$ cat config.mk
export PLATFORM = sky130hd
export DESIGN_NAME = alu_ctrl_sequencer_flat
export DESIGN_NICKNAME = d
export VERILOG_FILES = /design/src/rtl/alu_ctrl_sequencer_pkg.sv /design/src/rtl/alu_ctrl_sequencer_if.sv /design/src/rtl/alu_ctrl_sequencer_decode.sv /design/src/rtl/alu_ctrl_sequencer.sv /design/src/flat_wrapper.sv
export SDC_FILE = /design/constraint.sdc
export NUM_CORES = 1
export LEC_CHECK = 0
export BUFFER_PORTS_ARGS = -buffer_cell sky130_fd_sc_hd__buf_2
export CORE_ASPECT_RATIO = 2
export CORE_MARGIN = 2
export CORE_UTILIZATION = 25
export CTS_BUF_LIST = sky130_fd_sc_hd__clkbuf_8 sky130_fd_sc_hd__clkbuf_16
export DETAILED_ROUTE_END_ITERATION = 8
export HOLD_SLACK_MARGIN = 0.12
export PLACE_DENSITY = 0.53
export SYNTH_ARGS = -nofsm -noshare
export SYNTH_HDL_FRONTEND = slang
export SYNTH_HIERARCHICAL = 1
export SYNTH_SLANG_ARGS = --single-unit
$ cat constraint.sdc
create_clock -name clk -period 1.47 [get_ports clk]
set_clock_uncertainty 0.15 [all_clocks]
set_input_delay 0 -clock clk [delete_from_list [all_inputs] [get_ports clk]]
set_output_delay 0 -clock clk [all_outputs]
set_load 0.01 [all_outputs]
$ cat src/rtl/alu_ctrl_sequencer_pkg.sv
// alu_ctrl_pkg
//   Shared constants for the MIPS multi-cycle ALU control sequencer:
//   ALUOperation codes, ALUOp class codes from main control, R-type funct
//   codes and the sequencer state enum.
package alu_ctrl_pkg;

  // ALUOperation codes (4-bit core; wider outputs are zero-extended)
  localparam logic [3:0] OP_AND  = 4'h0;
  localparam logic [3:0] OP_OR   = 4'h1;
  localparam logic [3:0] OP_NOR  = 4'h2;
  localparam logic [3:0] OP_ADD  = 4'h3;
  localparam logic [3:0] OP_SUB  = 4'h4;
  localparam logic [3:0] OP_LUI  = 4'h5;
  localparam logic [3:0] OP_SLL  = 4'h6;
  localparam logic [3:0] OP_SRL  = 4'h7;
  localparam logic [3:0] OP_SLT  = 4'h8;
  localparam logic [3:0] OP_NOP  = 4'h9;
  localparam logic [3:0] OP_MULT = 4'hA;
  localparam logic [3:0] OP_DIV  = 4'hB;

  // ALUOp classes driven by the main control unit
  localparam logic [2:0] ALUOP_LWSW  = 3'b000;
  localparam logic [2:0] ALUOP_ORI   = 3'b001;
  localparam logic [2:0] ALUOP_ANDI  = 3'b010;
  localparam logic [2:0] ALUOP_SLTI  = 3'b011;
  localparam logic [2:0] ALUOP_ADDI  = 3'b100;
  localparam logic [2:0] ALUOP_LUI   = 3'b101;
  localparam logic [2:0] ALUOP_BR    = 3'b110;
  localparam logic [2:0] ALUOP_RTYPE = 3'b111;

  // R-type funct field values
  localparam logic [5:0] FN_SLL  = 6'h00;
  localparam logic [5:0] FN_SRL  = 6'h02;
  localparam logic [5:0] FN_MULT = 6'h18;
  localparam logic [5:0] FN_DIV  = 6'h1A;
  localparam logic [5:0] FN_ADD  = 6'h20;
  localparam logic [5:0] FN_SUB  = 6'h22;
  localparam logic [5:0] FN_AND  = 6'h24;
  localparam logic [5:0] FN_OR   = 6'h25;
  localparam logic [5:0] FN_NOR  = 6'h27;
  localparam logic [5:0] FN_SLT  = 6'h2A;

  typedef enum logic [1:0] {
    IDLE  = 2'd0,
    ISSUE = 2'd1,
    WAIT  = 2'd2
  } state_e;

endpackage

$ cat src/rtl/alu_ctrl_sequencer_if.sv
// alu_ctrl_sequencer_if
//   Bundles the control-side request, the mult/div handshake and the
//   sequencer results.  Signal suffixes are from the sequencer's viewpoint.
//   master : upstream control / mult-div unit side (drives *_i)
//   slave  : the sequencer (drives *_o)
interface alu_ctrl_sequencer_if #(
  parameter int ALUOP_W   = 3,
  parameter int FUNCT_W   = 6,
  parameter int ALUCTRL_W = 4
);
  logic                 valid_i;
  logic [ALUOP_W-1:0]   ALUOp_i;
  logic [FUNCT_W-1:0]   ALUFunction_i;
  logic                 flush_i;
  logic                 mc_done_i;
  logic [ALUCTRL_W-1:0] ALUOperation_o;
  logic                 op_valid_o;
  logic                 illegal_o;
  logic                 mc_start_o;
  logic                 mc_abort_o;
  logic                 mc_timeout_o;
  logic                 stall_o;

  modport master (
    output valid_i, ALUOp_i, ALUFunction_i, flush_i, mc_done_i,
    input  ALUOperation_o, op_valid_o, illegal_o, mc_start_o,
           mc_abort_o, mc_timeout_o, stall_o
  );

  modport slave (
    input  valid_i, ALUOp_i, ALUFunction_i, flush_i, mc_done_i,
    output ALUOperation_o, op_valid_o, illegal_o, mc_start_o,
           mc_abort_o, mc_timeout_o, stall_o
  );
endinterface

$ cat src/rtl/alu_ctrl_sequencer_decode.sv
// alu_ctrl_decode
//   Purely combinational {ALUOp, funct} decode.
//   aluop_i   : op class from main control
//   funct_i   : funct field, consulted only for R-type
//   code_o    : 4-bit ALUOperation code (NOP on unsupported combinations)
//   is_mc_o   : op needs the iterative mult/div unit
//   illegal_o : combination unsupported
module alu_ctrl_decode
  import alu_ctrl_pkg::*;
#(
  parameter int ALUOP_W = 3,
  parameter int FUNCT_W = 6
) (
  input  logic [ALUOP_W-1:0] aluop_i,
  input  logic [FUNCT_W-1:0] funct_i,
  output logic [3:0]         code_o,
  output logic               is_mc_o,
  output logic               illegal_o
);

  always_comb begin
    code_o    = OP_NOP;
    is_mc_o   = 1'b0;
    illegal_o = 1'b0;
    case (aluop_i)
      ALUOP_W'(ALUOP_ADDI): code_o = OP_ADD;
      ALUOP_W'(ALUOP_ORI):  code_o = OP_OR;
      ALUOP_W'(ALUOP_LUI):  code_o = OP_LUI;
      ALUOP_W'(ALUOP_ANDI): code_o = OP_AND;
      ALUOP_W'(ALUOP_SLTI): code_o = OP_SLT;
      ALUOP_W'(ALUOP_LWSW): code_o = OP_ADD;
      ALUOP_W'(ALUOP_BR):   code_o = OP_SUB;
      ALUOP_W'(ALUOP_RTYPE): begin
        case (funct_i)
          FUNCT_W'(FN_AND):  code_o = OP_AND;
          FUNCT_W'(FN_OR):   code_o = OP_OR;
          FUNCT_W'(FN_NOR):  code_o = OP_NOR;
          FUNCT_W'(FN_ADD):  code_o = OP_ADD;
          FUNCT_W'(FN_SUB):  code_o = OP_SUB;
          FUNCT_W'(FN_SLL):  code_o = OP_SLL;
          FUNCT_W'(FN_SRL):  code_o = OP_SRL;
          FUNCT_W'(FN_SLT):  code_o = OP_SLT;
          FUNCT_W'(FN_MULT): begin code_o = OP_MULT; is_mc_o = 1'b1; end
          FUNCT_W'(FN_DIV):  begin code_o = OP_DIV;  is_mc_o = 1'b1; end
          default:           illegal_o = 1'b1;
        endcase
      end
      default: illegal_o = 1'b1;
    endcase
  end

endmodule

$ cat src/rtl/alu_ctrl_sequencer.sv
// alu_ctrl_sequencer
//   Registered ALU control for the multi-cycle MIPS datapath.  Single-cycle
//   ops appear one cycle after acceptance; MULT/DIV are sequenced through an
//   external iterative unit with start/done, flush and a watchdog.
//   clk   : rising-edge clock
//   reset : synchronous, active-high
//   bus   : slave side of alu_ctrl_sequencer_if (request, mc handshake,
//           ALUOperation/op_valid/illegal/start/abort/timeout/stall)
module alu_ctrl_sequencer
  import alu_ctrl_pkg::*;
#(
  parameter int ALUOP_W   = 3,
  parameter int FUNCT_W   = 6,
  parameter int ALUCTRL_W = 4,
  parameter int TIMEOUT   = 64
) (
  input  logic                clk,
  input  logic                reset,
  alu_ctrl_sequencer_if.slave bus
);

  localparam int CNT_W = (TIMEOUT > 2) ? $clog2(TIMEOUT) : 1;
  localparam logic [CNT_W-1:0] CNT_LAST = CNT_W'(TIMEOUT - 1);
  localparam logic [ALUCTRL_W-1:0] NOP_CODE = ALUCTRL_W'(OP_NOP);

  state_e               state_q, state_d;
  logic [CNT_W-1:0]     cnt_q, cnt_d;
  logic [ALUCTRL_W-1:0] aluop_q, aluop_d;
  logic                 op_valid_q, op_valid_d;
  logic                 illegal_q, illegal_d;
  logic                 start_q, start_d;
  logic                 abort_q, abort_d;
  logic                 timeout_q, timeout_d;

  logic [3:0] dec_code;
  logic       dec_mc;
  logic       dec_illegal;

  alu_ctrl_decode #(
    .ALUOP_W (ALUOP_W),
    .FUNCT_W (FUNCT_W)
  ) u_decode (
    .aluop_i   (bus.ALUOp_i),
    .funct_i   (bus.ALUFunction_i),
    .code_o    (dec_code),
    .is_mc_o   (dec_mc),
    .illegal_o (dec_illegal)
  );

  always_comb begin
    state_d    = state_q;
    cnt_d      = cnt_q;
    aluop_d    = aluop_q;
    op_valid_d = 1'b0;
    illegal_d  = 1'b0;
    start_d    = 1'b0;
    abort_d    = 1'b0;
    timeout_d  = 1'b0;
    unique case (state_q)
      IDLE: begin
        // A flush in IDLE swallows the request without touching the code.
        if (bus.valid_i && !bus.flush_i) begin
          aluop_d = ALUCTRL_W'(dec_code);
          if (dec_mc) begin
            start_d = 1'b1;
            state_d = ISSUE;
          end else begin
            op_valid_d = 1'b1;
            illegal_d  = dec_illegal;
          end
        end
      end
      ISSUE: begin
        cnt_d = '0;
        if (bus.flush_i) begin
          abort_d = 1'b1;
          aluop_d = NOP_CODE;
          state_d = IDLE;
        end else begin
          state_d = WAIT;
        end
      end
      WAIT: begin
        // flush beats done, done beats the watchdog
        if (bus.flush_i) begin
          abort_d = 1'b1;
          aluop_d = NOP_CODE;
          state_d = IDLE;
        end else if (bus.mc_done_i) begin
          op_valid_d = 1'b1;
          state_d    = IDLE;
        end else if (cnt_q == CNT_LAST) begin
          abort_d   = 1'b1;
          timeout_d = 1'b1;
          aluop_d   = NOP_CODE;
          state_d   = IDLE;
        end else begin
          cnt_d = cnt_q + CNT_W'(1);
        end
      end
      default: state_d = IDLE;
    endcase
  end

  always_ff @(posedge clk) begin
    if (reset) begin
      state_q    <= IDLE;
      cnt_q      <= '0;
      aluop_q    <= NOP_CODE;
      op_valid_q <= 1'b0;
      illegal_q  <= 1'b0;
      start_q    <= 1'b0;
      abort_q    <= 1'b0;
      timeout_q  <= 1'b0;
    end else begin
      state_q    <= state_d;
      cnt_q      <= cnt_d;
      aluop_q    <= aluop_d;
      op_valid_q <= op_valid_d;
      illegal_q  <= illegal_d;
      start_q    <= start_d;
      abort_q    <= abort_d;
      timeout_q  <= timeout_d;
    end
  end

  assign bus.ALUOperation_o = aluop_q;
  assign bus.op_valid_o     = op_valid_q;
  assign bus.illegal_o      = illegal_q;
  assign bus.mc_start_o     = start_q;
  assign bus.mc_abort_o     = abort_q;
  assign bus.mc_timeout_o   = timeout_q;
  // Stall is exactly "a multi-cycle op is in flight"; state is registered.
  assign bus.stall_o        = (state_q != IDLE);

endmodule
$ cat src/flat_wrapper.sv
// flat-port wrapper written by rule: the top's interface ports become plain ports
module alu_ctrl_sequencer_flat import alu_ctrl_pkg::*;
#(
  parameter int ALUOP_W   = 3,
  parameter int FUNCT_W   = 6,
  parameter int ALUCTRL_W = 4,
  parameter int TIMEOUT   = 64
)
  (clk, reset, bus_valid_i, bus_ALUOp_i, bus_ALUFunction_i, bus_flush_i, bus_mc_done_i, bus_ALUOperation_o, bus_op_valid_o, bus_illegal_o, bus_mc_start_o, bus_mc_abort_o, bus_mc_timeout_o, bus_stall_o);
  alu_ctrl_sequencer_if #(.ALUOP_W(ALUOP_W), .FUNCT_W(FUNCT_W), .ALUCTRL_W(ALUCTRL_W)) bus_i ();
  input  logic clk;
  input  logic reset;
  input wire logic [$bits(bus_i.valid_i)-1:0] bus_valid_i;
  input wire logic [$bits(bus_i.ALUOp_i)-1:0] bus_ALUOp_i;
  input wire logic [$bits(bus_i.ALUFunction_i)-1:0] bus_ALUFunction_i;
  input wire logic [$bits(bus_i.flush_i)-1:0] bus_flush_i;
  input wire logic [$bits(bus_i.mc_done_i)-1:0] bus_mc_done_i;
  output wire logic [$bits(bus_i.ALUOperation_o)-1:0] bus_ALUOperation_o;
  output wire logic [$bits(bus_i.op_valid_o)-1:0] bus_op_valid_o;
  output wire logic [$bits(bus_i.illegal_o)-1:0] bus_illegal_o;
  output wire logic [$bits(bus_i.mc_start_o)-1:0] bus_mc_start_o;
  output wire logic [$bits(bus_i.mc_abort_o)-1:0] bus_mc_abort_o;
  output wire logic [$bits(bus_i.mc_timeout_o)-1:0] bus_mc_timeout_o;
  output wire logic [$bits(bus_i.stall_o)-1:0] bus_stall_o;
  assign bus_i.valid_i = bus_valid_i;
  assign bus_i.ALUOp_i = bus_ALUOp_i;
  assign bus_i.ALUFunction_i = bus_ALUFunction_i;
  assign bus_i.flush_i = bus_flush_i;
  assign bus_i.mc_done_i = bus_mc_done_i;
  assign bus_ALUOperation_o = bus_i.ALUOperation_o;
  assign bus_op_valid_o = bus_i.op_valid_o;
  assign bus_illegal_o = bus_i.illegal_o;
  assign bus_mc_start_o = bus_i.mc_start_o;
  assign bus_mc_abort_o = bus_i.mc_abort_o;
  assign bus_mc_timeout_o = bus_i.mc_timeout_o;
  assign bus_stall_o = bus_i.stall_o;
  alu_ctrl_sequencer #(.ALUOP_W(ALUOP_W), .FUNCT_W(FUNCT_W), .ALUCTRL_W(ALUCTRL_W), .TIMEOUT(TIMEOUT)) u_core (.clk(clk), .reset(reset), .bus(bus_i));
endmodule
==> metrics <==
die area=5200 um^2; WHS Endpoint=u_core/bus.op_valid_o$_SDFF_PP0_; I/O pin count=24; CTS Buffer Depth=2; vias per cell=4.90; met1 WL=1.47 mm; Final Hold Fails=1; Die Ht=100 um; root buffer cell=clkbuf_8; RSZ-0062 raised after global routing=yes; Critical Path AT=1560 ps; # diodes=0; pwr dens=557 nW/um^2; Max-Cap Viols=0; Clk Latency, worst-skew pair=250 ps; CTS tree=done; slowest CP cell=dfxtp_4; hold_ws=-31.5 ps; Nets=213; violated checks=hold timing, setup timing; Post-Syn Instances=139; R2R Path End=u_core/cnt_q[5]$_SDFFE_PP0P_; post-route insts no fill=248; Syn-to-layout area delta=54.4%; hold_sp=bus_mc_done_i; yosys warns=6; outcome=finished, violations left; Worst Tran Pin Value=438 ps; critical path required time=1500 ps; CTS Buf Count=3; reg2reg start=u_core/state_q[0]$_SDFFE_PP0P_; DIE WIDTH=52.0 um; fin crit period=1530 ps; # DRC=0; R2R cell count=6; post-synthesis sequential area ratio=0.295; Core Footprint=4510 um^2; initial detailed-routing violation count=13; met2 WL=1.54 mm; P_leak=0.000738 uW; endpoint type of the worst setup path=register; Max Slew Vio Count=0; post-DP HPWL=2.27 mm; most frequent cells in the layout=22 x buf_2, 18 x buf_4, 14 x nand2_1; # clock sinks=17; CP max FO=3; Fill cells=480; cell chain of the critical path=inv_4 > ha_4 > nor3b_4 > o21ai_2 > a211oi_2 > mux2i_1; routed wl met3=121 um; vias post-DR=1,215; Mean Syn Cell Area=8.29 um^2; Worst setup SP type=register; first-pass GRT wire length=5.35 mm; final worst setup slack=-59.7 ps; syn_nets=158; clk slew on worst S/H paths=70 ps; Yosys top cell area share=0.295; initial core utilization=0.255; most common cell after layout, fill and taps aside=buf_2; antenna violations before repair=0; Hold Path Cell Cnt=3; final setup vio count=12; IO buf count=23; DRT Wirelength=3.19 mm; Achievable Freq=0.654 GHz; GRT Total Usage=0.130; setup_tns=-431 ps; top cells by area, synth=dfxtp_1 30%, mux2i_1 6.9%, ha_1 5.4%; H-tree depth=1; drt first pass iters=4; gpl congestion=0.846; most area-hungry cell type in the Yosys netlist=dfxtp_1; hold_buf cts=11; final core occ=0.394; FP Rows=35; Setup CP Type=reg2reg; highest routed layer=met4; vias in the first global route=1,209; Yosys cell types=42; Post-Place Cells=233; Post-Syn Area=1150 um^2; largest net degree at the start of global routing=14; total grt overflow=0; Max rail drop VDD=0.000627 V; layout cells sized above 1=0.409; Hold WC Path Type=in2reg; WL/cell=12.9 um; final worst-path cycle share=1.04; Detail Route Antenna Nets=0; Synth Register Bits=17; R2R setup slack=-60 ps; max_slew headroom=0.706; Worst path max stage delay=360 ps
cells by family (layout without fill, tap and decap cells):
family / count (synthesis) / after routing / share of synthesized area
XOR/XNOR: 2 / 2 / 0.0152
AO/OA/AOI/OAI: 30 / 30 / 0.187
AND/OR/NAND/NOR: 65 / 65 / 0.321
multiplexers: 8 / 8 / 0.0695
buffers and inverters: 12 / 66 / 0.0575
adder cells (fa/ha/maj): 5 / 5 / 0.0543
flip-flops: 17 / 17 / 0.295
synthesized netlist by cell type (all sizes together):
library cell,number
or3b,1
o21a,1
clkinv,1
nor2,8
nand3b,3
nor2b,3
ha,5
nand2,16
a32oi,2
nor4,1
a31oi,2
mux2i,8
nand2b,4
a211o,1
nand3,10
a21oi,6
o211ai,1
or3,3
buf,5
o22ai,1
and3b,1
dfxtp,17
a21o,2
o21ai,9
clkbuf,1
and3,3
o2111ai,2
or2b,1
a211oi,3
xor2,2
inv,5
nor3b,1
nor3,9
and4bb,1
area by class of cell:
type                    count  area [um^2]  share of cell area
well taps                  55         68.8              0.0387
multi-input cells         110          867               0.487
clock buffers               3         41.3              0.0232
repair buffers             56          420               0.236
flip-flops and latches     17          350               0.197
clock inverters             1         3.75             0.00211
inverters                   6         27.5              0.0155
flip-flops by register name (all words and copies together), names as in the netlist:
signal and count:
u_core/bus.ALUOperation_o 4, u_core/bus.illegal_o 1, u_core/bus.mc_abort_o 1, u_core/bus.mc_start_o 1, u_core/bus.mc_timeout_o 1, u_core/bus.op_valid_o 1
u_core/cnt_q 6, u_core/state_q 2
what timing repair did:
item	4_1_cts	5_1_grt
gates resized for setup	19	10
pin swaps	9	5
setup buffers	1	0
endpoints found under the setup margin	12	14
hold endpoints to repair	17	3
worst max path at each step:
| stage | slack (ps) | startpoint | cells past startpoint | endpoint |
|---|---|---|---|---|
| 6_report | -60 | u_core/state_q[0]$_SDFFE_PP0P_ | 6 | u_core/cnt_q[5]$_SDFFE_PP0P_ |
| 5_1_grt | -120 | u_core/state_q[0]$_SDFFE_PP0P_ | 6 | u_core/cnt_q[5]$_SDFFE_PP0P_ |
| 4_1_cts | -60 | u_core/state_q[0]$_SDFFE_PP0P_ | 7 | u_core/state_q[1]$_SDFFE_PP0P_ |
| 3_5_place_dp | -110 | u_core/state_q[1]$_SDFFE_PP0P_ | 6 | u_core/bus.ALUOperation_o[0]$_SDFFE_PP1P_ |
| 3_3_place_gp | -120 | u_core/state_q[1]$_SDFFE_PP0P_ | 6 | u_core/bus.ALUOperation_o[0]$_SDFFE_PP1P_ |
| 2_1_floorplan | -50 | u_core/state_q[0]$_SDFFE_PP0P_ | 6 | u_core/cnt_q[5]$_SDFFE_PP0P_ |
through the flow:
stage,cell area [um^2],total power (uW),setup slack (ps)
3_5_place_dp,1490,624,-112
2_1_floorplan,1180,566,-45.9
6_report,1780,990,-59.7
4_1_cts,1740,998,-64.5
3_3_place_gp,1490,621,-117
5_1_grt,1780,1030,-119
power breakdown:
part	switching [uW]	total (uW)	internal, uW
registers	2.96	466	464
clock network	165	351	185
logic	87.6	173	85.7
total	256	990	735
worst max-delay path, delay by kind of cell (launching register included):
family	cells	cell delay (ps)
AO/OA/AOI/OAI	2	330
AND/OR/NAND/NOR	1	250
flip-flops	1	360
buffers and inverters	1	60
multiplexers	1	200
adder cells (fa/ha/maj)	1	120
per-layer routing:
layer	global-route usage	vias up
met5	0	-
met4	0.0385	0
met3	0.0179	8
met2	0.201	27
met1	0.185	572
li1	-	608
(Power assumes the default switching activity.)
